`config.mk`:
```
export PLATFORM = sky130hd
export DESIGN_NAME = icache_dm
export DESIGN_NICKNAME = d
export VERILOG_FILES = /design/src/rtl/my_pkg.sv /design/src/rtl/icache_data_array.sv /design/src/rtl/icache_dm.sv
export SDC_FILE = /design/constraint.sdc
export NUM_CORES = 2
export LEC_CHECK = 0
export CAP_MARGIN = 40
export CORE_MARGIN = 3
export CORE_UTILIZATION = 55
export DETAILED_ROUTE_END_ITERATION = 8
export HOLD_SLACK_MARGIN = 0.06
export PLACE_DENSITY_LB_ADDON = 0.12
export REMOVE_ABC_BUFFERS = 1
export SYNTH_ARGS = -nofsm -noshare
export SYNTH_HDL_FRONTEND = slang
export SYNTH_HIERARCHICAL = 1
export SYNTH_SLANG_ARGS = --single-unit
```
`constraint.sdc`:
```
create_clock -name clk -period 4.3 [get_ports clk]
set_input_delay 0.86 -clock clk [delete_from_list [all_inputs] [get_ports clk]]
set_output_delay 0.86 -clock clk [all_outputs]
set_load 0.01 [all_outputs]
```
`src/rtl/my_pkg.sv`:
```
// Shared parameters, constants and FSM state type for the direct-mapped instruction cache.
package my_pkg;
    localparam int unsigned ICACHE_LINES   = 16;
    localparam int unsigned WORDS_PER_LINE = 4;
    localparam int unsigned TAG_W          = 24;
    localparam logic [31:0] NOP_INSTR      = 32'h0000_0013;

    typedef enum logic {
        IC_IDLE,
        IC_FILL
    } icache_state_t;
endpackage

```
`src/rtl/icache_data_array.sv`:
```
// Instruction word storage: one synchronous write port, one combinational read port, no reset.
module icache_data_array #(
    parameter int unsigned DEPTH  = 64,
    parameter int unsigned ADDR_W = $clog2(DEPTH)
) (
    input  logic              clk,
    input  logic              we,
    input  logic [ADDR_W-1:0] waddr,
    input  logic [31:0]       wdata,
    input  logic [ADDR_W-1:0] raddr,
    output logic [31:0]       rdata
);
    logic [31:0] mem [DEPTH];

    always_ff @(posedge clk) begin
        if (we) begin
            mem[waddr] <= wdata;
        end
    end

    assign rdata = mem[raddr];
endmodule

```
`src/rtl/icache_dm.sv`:
```
// Direct-mapped instruction cache: zero-cycle lookup, line refill FSM fed by the miss controller.
module icache_dm
    import my_pkg::*;
#(
    parameter int unsigned ICACHE_LINES   = my_pkg::ICACHE_LINES,
    parameter int unsigned WORDS_PER_LINE = my_pkg::WORDS_PER_LINE
) (
    input  logic        clk,
    input  logic        rstn,
    input  logic [31:0] pc_addr,
    input  logic        flush,
    input  logic        refill_we_n,
    input  logic        refill_valid,
    input  logic [31:0] refill_data,
    output logic [31:0] instr,
    output logic        match,
    output logic        busy,
    output logic        refill_done
);
    localparam int unsigned IDX_W  = $clog2(ICACHE_LINES);
    localparam int unsigned WORD_W = $clog2(WORDS_PER_LINE);
    localparam int unsigned OFF_W  = WORD_W + 2;
    localparam int unsigned LTAG_W = 32 - OFF_W - IDX_W;

    icache_state_t state_q, state_d;

    logic [ICACHE_LINES-1:0] valid_q;
    logic [LTAG_W-1:0]       tag_q [ICACHE_LINES];
    logic [IDX_W-1:0]        fill_idx_q;
    logic [LTAG_W-1:0]       fill_tag_q;
    logic [WORD_W-1:0]       cnt_q;
    logic                    done_q;

    logic start, wr_en, last;

    logic [IDX_W-1:0]  lk_idx;
    logic [WORD_W-1:0] lk_word;
    logic [LTAG_W-1:0] lk_tag;
    logic [31:0]       rd_word;
    logic              hit;
    logic              unused_addr_bits;

    assign lk_word          = pc_addr[2 +: WORD_W];
    assign lk_idx           = pc_addr[OFF_W +: IDX_W];
    assign lk_tag           = pc_addr[31 -: LTAG_W];
    assign unused_addr_bits = ^pc_addr[1:0];

    always_ff @(posedge clk or negedge rstn) begin
        if (!rstn) begin
            state_q <= IC_IDLE;
        end else begin
            state_q <= state_d;
        end
    end

    // flush has priority over both starting a fill and completing one
    always_comb begin
        state_d = state_q;
        start   = 1'b0;
        wr_en   = 1'b0;
        last    = 1'b0;
        case (state_q)
            IC_IDLE: begin
                if (!flush && !refill_we_n) begin
                    start   = 1'b1;
                    state_d = IC_FILL;
                end
            end
            IC_FILL: begin
                if (flush) begin
                    state_d = IC_IDLE;
                end else if (refill_valid) begin
                    wr_en = 1'b1;
                    if (cnt_q == WORD_W'(WORDS_PER_LINE - 1)) begin
                        last    = 1'b1;
                        state_d = IC_IDLE;
                    end
                end
            end
            default: state_d = IC_IDLE;
        endcase
    end

    always_ff @(posedge clk or negedge rstn) begin
        if (!rstn) begin
            valid_q    <= '0;
            fill_idx_q <= '0;
            fill_tag_q <= '0;
            cnt_q      <= '0;
            done_q     <= 1'b0;
        end else begin
            done_q <= last;
            if (flush) begin
                valid_q <= '0;
            end else begin
                if (start) valid_q[lk_idx]     <= 1'b0;
                if (last)  valid_q[fill_idx_q] <= 1'b1;
            end
            if (start) begin
                fill_idx_q <= lk_idx;
                fill_tag_q <= lk_tag;
                cnt_q      <= '0;
            end else if (wr_en) begin
                cnt_q <= cnt_q + 1'b1;
            end
        end
    end

    always_ff @(posedge clk) begin
        if (last) begin
            tag_q[fill_idx_q] <= fill_tag_q;
        end
    end

    icache_data_array #(
        .DEPTH (ICACHE_LINES * WORDS_PER_LINE),
        .ADDR_W(IDX_W + WORD_W)
    ) u_data (
        .clk  (clk),
        .we   (wr_en),
        .waddr({fill_idx_q, cnt_q}),
        .wdata(refill_data),
        .raddr({lk_idx, lk_word}),
        .rdata(rd_word)
    );

    assign hit         = (state_q == IC_IDLE) && valid_q[lk_idx] && (tag_q[lk_idx] == lk_tag);
    assign match       = hit;
    assign instr       = hit ? rd_word : NOP_INSTR;
    assign busy        = (state_q == IC_FILL);
    assign refill_done = done_q;
endmodule

```
# Yosys cells after proc, flatten, opt, wreduce, memory -nomap -nowiden

Memories as Yosys holds them, arrays and structs flattened.
Cells that the tools add are included.

Bits in registers: 48
Latch bits: 0
RAM bits: 2432
ROM bits: 0
Output and inout port bits: 35
Word-level logic and storage cells: 57
Memories: 2

Memories:

| memory     | words | width | read ports | clocked after Yosys merged registers in | wr ports | line                    | source |
|---|---|---|---|---|---|---|---|
| u_data.mem | 64    | 32    | 1          | 0                                       | 1        | icache_data_array.sv:13 | `logic [31:0] mem [DEPTH];` |
| tag_q      | 16    | 24    | 1          | 0                                       | 1        | icache_dm.sv:28         | `logic [LTAG_W-1:0] tag_q [ICACHE_LINES];` |

$add $sub $neg: 1
Multiply operators: 0
Div/mod/pow operators: 0
Order comparisons: 4
Equality and inequality tests: 2
Shifts and indexed selects: 0
Mux-type cells: 30
Bitwise logic cells: 4
Reductions and logical operators: 8

Operators with widths:

| cell                | number |
|---|---|
| $mux 16             | 4 |
| $mux 32             | 1 |
| $eq 24x24->1        | 1 |
| $mux 1              | 19 |
| $and 16x16->16      | 1 |
| $not 16->16         | 1 |
| $or 16x16->16       | 1 |
| $lt 4x5->1 const B  | 2 |
| $demux 1 s4         | 2 |
| $ge 4x1->1 const B  | 2 |
| $logic_and 1x1->1   | 5 |
| $bmux 1 s4          | 1 |
| $mux 2              | 2 |
| $add 2x1->2 const B | 1 |
| $eq 2x2->1 const B  | 1 |
| $logic_not 1->1     | 2 |
| $pmux 1 s2          | 1 |
| $reduce_bool 2->1   | 1 |
| $not 1->1           | 1 |

# Logic depth before layout (Yosys ltp)

Depth after elaboration: 11
Gate-level depth with buffers: 13
Mapped depth without buffers: 7

# By module

The synthesis kept the hierarchy.

Modules (own cells, without submodules):

| module            | times used | cells each | area an instance (µm²) | sequential area each (µm²) |
|---|---|---|---|---|
| icache_data_array | 1          | 3292       | 77874.7                | 61499.0 |
| icache_dm         | 1          | 987        | 17762.0                | 12732.2 |

# Worst setup path before layout

OpenSTA, ideal clock, no wires.

Path type: input to register
Start: in flush
End: mem u_data.mem[48][0], enable pin
Library setup time: 0.461 ns
Data arrival time: 4.112 ns
Required time: 3.839 ns
Path slack: -0.273 ns
Cell stages on the path: 6
Cells stage by stage: clkbuf_1 -> and3b_1 -> clkbuf_1 -> nor2b_1 -> nand4b_1 -> nor3_1

Word-level cells in the longest chain between the ends: 4

RTL lines:

| element                      | line                    | source |
|---|---|---|
| from (decl)                  | icache_dm.sv:11         | `input logic flush,` |
| $mux 1                       | icache_dm.sv:70         | `if (flush) begin` |
| $mux 1                       | icache_dm.sv:62         | `case (state_q)` |
| named net wr_en              | icache_dm.sv:34         | `logic start, wr_en, last;` |
| $mux 1                       | icache_data_array.sv:16 | `if (we) begin` |
| $mux 1 (implied by the code) | icache_data_array.sv:17 | `mem[waddr] <= wdata;` |
| to (decl)                    | icache_data_array.sv:13 |  |

The timed path passes the listed nets, and every way through them passes these cells.

# Worst setup path in the final report

Start: in pc_addr[7]
End: out instr[0]

Word-level cells in the longest chain between the ends: 5

RTL lines:

| element                                                               | line             | source |
|---|---|---|
| from (decl)                                                           | icache_dm.sv:10  | `input logic [31:0] pc_addr,` |
| parallel branches: the longest is 4 deep, another holds $mem_v2 16x24 | n/a              |  |
| $mux 32 (*)                                                           | icache_dm.sv:129 | `assign instr = hit ? rd_word : NOP_INSTR;` |
| to (decl)                                                             | icache_dm.sv:15  | `output logic [31:0] instr,` |

Mark *: on every way between the ends. The select of a mux whose other input is x is not followed.

==> flow_metrics.tcl <==
set metrics [dict create \
    synthTopCellsByArea "edfxtp_1 76%, mux4_2 15%, mux2i_1 1.9%, dfrtp_1 1.3%, nor2_1 0.60%" \
    htree_levels 4 \
    finalCoreUtilization 0.651 \
    async_flop_share 0.0194 \
    start_util 0.555 \
    hp-start "refill_data[10]" \
    syn_avg_cell_area_um2 22.4 \
    row_count 152 \
    cp_num_buf_inv 6 \
    r2r-end "u_data/mem[14][1]" \
    hold_path_end "u_data/mem[40][10]" \
    violations "negative setup slack" \
    cp-start-kind "input port" \
    nets 5036 \
    cts_buffers 238 \
    powerDensity_mw_per_mm2 444 \
    hold_slack_ns 0.221 \
    cp.required_ns 3.44 \
    gp_congestion 0.869 \
    wirelength_um 244000 \
    crit_path_cell_trace "buf_4, nor2b_1, buf_4, a22oi_1, a21oi_1, o211ai_1, a2111oi_2, buf_4, nand4b_1, buf_6, buf_6, or4_4, buf_6" \
    drv_cap 0 \
    path_clk_slew_ns 0.06 \
    slowest_stage "nor2b_1" \
    die_w_um 423 \
    clock-sinks 2480 \
    synthDistinctLibCells 60 \
    postSynthCellCount 4279 \
    yosysWarnings 6 \
    setup_viol 33 \
    slew_viol_final 0 \
    status "complete, but fails checks" \
    crit_family "simple AND/OR/NAND/NOR gates" \
    netlist_area_mm2 0.0956 \
    hold_violations 0 \
    reg2reg_depth 6 \
    drt_iter0_markers 5824 \
    p_leak_nw 36.5 \
    antenna_found_initial 5 \
    cts_root_buf "clkbuf_16" \
    slowest_delay_ns 0.55 \
    cts_tree "yes" \
    vias_per_cell 6.39 \
    fin_setup_tns_ns -19.02 \
    syn_to_final_growth_pct 17.2 \
    worst_pin_slew_ns 0.847 \
    drtPass1Iterations 5 \
    period_share 1.16 \
    skew_ns 0.0339 \
    grt_max_degree 64 \
    multi_input_area_mm2 0.0208 \
    gr-total-overflow 0 \
    vias 47800 \
    io_buffer_count 101 \
    hold_path.class "in -> reg" \
    path_class "in -> out" \
    rsz0062_at_grt "true" \
    crit_fanout 7 \
    grt_pass1_vias 48300 \
    clock_latency_ns 0.87 \
    ant_nets 0 \
    drive_above_1_share 0.338 \
    grt_util_all_layers 0.277 \
    die_area_mm2 0.179 \
    layout_min_cycle_time_ns 5.01 \
    ios 104 \
    fmax_ghz 0.200 \
    setup_ws_ns -0.709 \
    worstReg2RegStart "busy" \
    hpwl_um 147000 \
    grt_pass1_wl_um 351000 \
    timing.slew.headroom 0.434 \
    r2r_slack_ns 1.26 \
    yosysTopAreaCell "edfxtp_1" \
    routedWlPerCell_um 32.7 \
    coreArea_mm2 0.172 \
    drc_errors 0 \
    yosysTopAreaCellShare 0.764 \
    hold_path_depth 1 \
    synth_edf_count 2432 \
    cts_max_path_buffers 3 \
    peakVddDrop_v 0.000326 \
    final_common_cell "edfxtp_1" \
    crit_path_end_kind "output pin" \
    arrival_ns 4.15 \
    ys_seq_elements 2480 \
    synthFlopType "edfxtp_1" \
    fillers 11400 \
    die_h_um 423 \
    ff_latch_area_mm2 0.0742 \
    yosysSeqAreaShare 0.776 \
    layout_common_cells "2,432 x edfxtp_1, 618 x mux4_2, 457 x buf_4, 242 x clkbuf_16, 180 x mux2i_1" \
]
## synth_stat cells (all sizes together), types with 6 or more instances
cell type  number
o22ai          84
o32ai           7
a21oi          86
nand3          42
nand4           6
mux4          618
o21ai          16
nand2          60
clkbuf         93
a311oi         10
inv            23
dfrtp          48
mux2           30
o221ai         28
nand2b         10
and3            7
nor2b          23
xor2           11
xnor2          20
edfxtp       2432
a22o            6
mux2i         180
a22oi          28
buf           146
nor3           45
nand3b          7
nor2          153
## layer usage
| metal | vias to the layer above | track usage | part of all wire |
|---|---|---|---|
| met2 | 2111 | 0.430 | 0.48 |
| met1 | 25800 | 0.406 | 0.41 |
| met4 | 2 | 0.106 | 0.039 |
| met5 | - | 0 | 0.000053 |
| met3 | 359 | 0.0415 | 0.077 |
| li1 | 19500 | - | - |
## flip-flops by register name (all words and copies together), names as in the netlist
signal       count
fill_tag_q      24
fill_idx_q       4
busy             1
valid_q         16
refill_done      1
cnt_q            2
u_data/mem    2048
tag_q          384
## stage by stage
stage / worst slack [ns] / cell area (um2) / power (mW) / cells
after floorplan: -0.589 / 94400 / 28.5 / 4040
after global placement: -1.06 / 104000 / 30.5 / 7014
after detailed placement: -1.04 / 105000 / 30.6 / 7028
after CTS: -0.711 / 112000 / 50.1 / 7476
after global routing: -0.841 / 112000 / 51.3 / 7479
final: -0.709 / 112000 / 49.8 / 7482
## power by group
part,switching (mW),internal [mW],leakage [nW]
logic,1.75,1.28,10.4
registers,0.253,26.8,22.5
clock network,8.72,11.0,3.63
total,10.7,39.1,36.5
## final cells by class
class | count | area share
Clock inverter | 120 | 0.00767
Sequential cell | 2480 | 0.662
Antenna cell | 4 | 0.0000893
Inverter | 23 | 0.000770
Tap cell | 2310 | 0.0258
Multi-Input combinational cell | 1537 | 0.186
Clock buffer | 322 | 0.0582
Timing Repair Buffer | 686 | 0.0596
## what timing repair did
item,CTS,global route
gates resized for setup,171,23
setup endpoints to repair,33,33
hold buffers,1,0
gates cloned,1,0
endpoints found under the hold margin,9,0
pin swaps,10,15
buffers inserted,5,2
## cell families (layout without fill, tap and decap cells)
logic type,count (synthesis),in the layout,synth area share
mux,828,828,0.168
simple gates,381,381,0.0186
xor+xnor,31,31,0.00284
buf+inv,262,1151,0.0138
other cells,0,4,0
flops,2480,2480,0.776
fa+ha+maj,1,1,0.000131
compound gates,296,296,0.0205
## worst max path at each step
stage                             start         to  slack (ns)  cells past startpoint
after floorplan              pc_addr[5]   instr[0]       -0.59                      7
after global placement       pc_addr[5]  instr[31]       -1.06                     12
after detailed placement     pc_addr[5]  instr[23]       -1.04                     13
after CTS                 tag_q[11][16]   instr[0]       -0.71                     11
after global routing      tag_q[15][16]   instr[0]       -0.84                     11
final                        pc_addr[7]   instr[0]       -0.71                     13
Note: power is estimated with default switching activity, not from simulation.
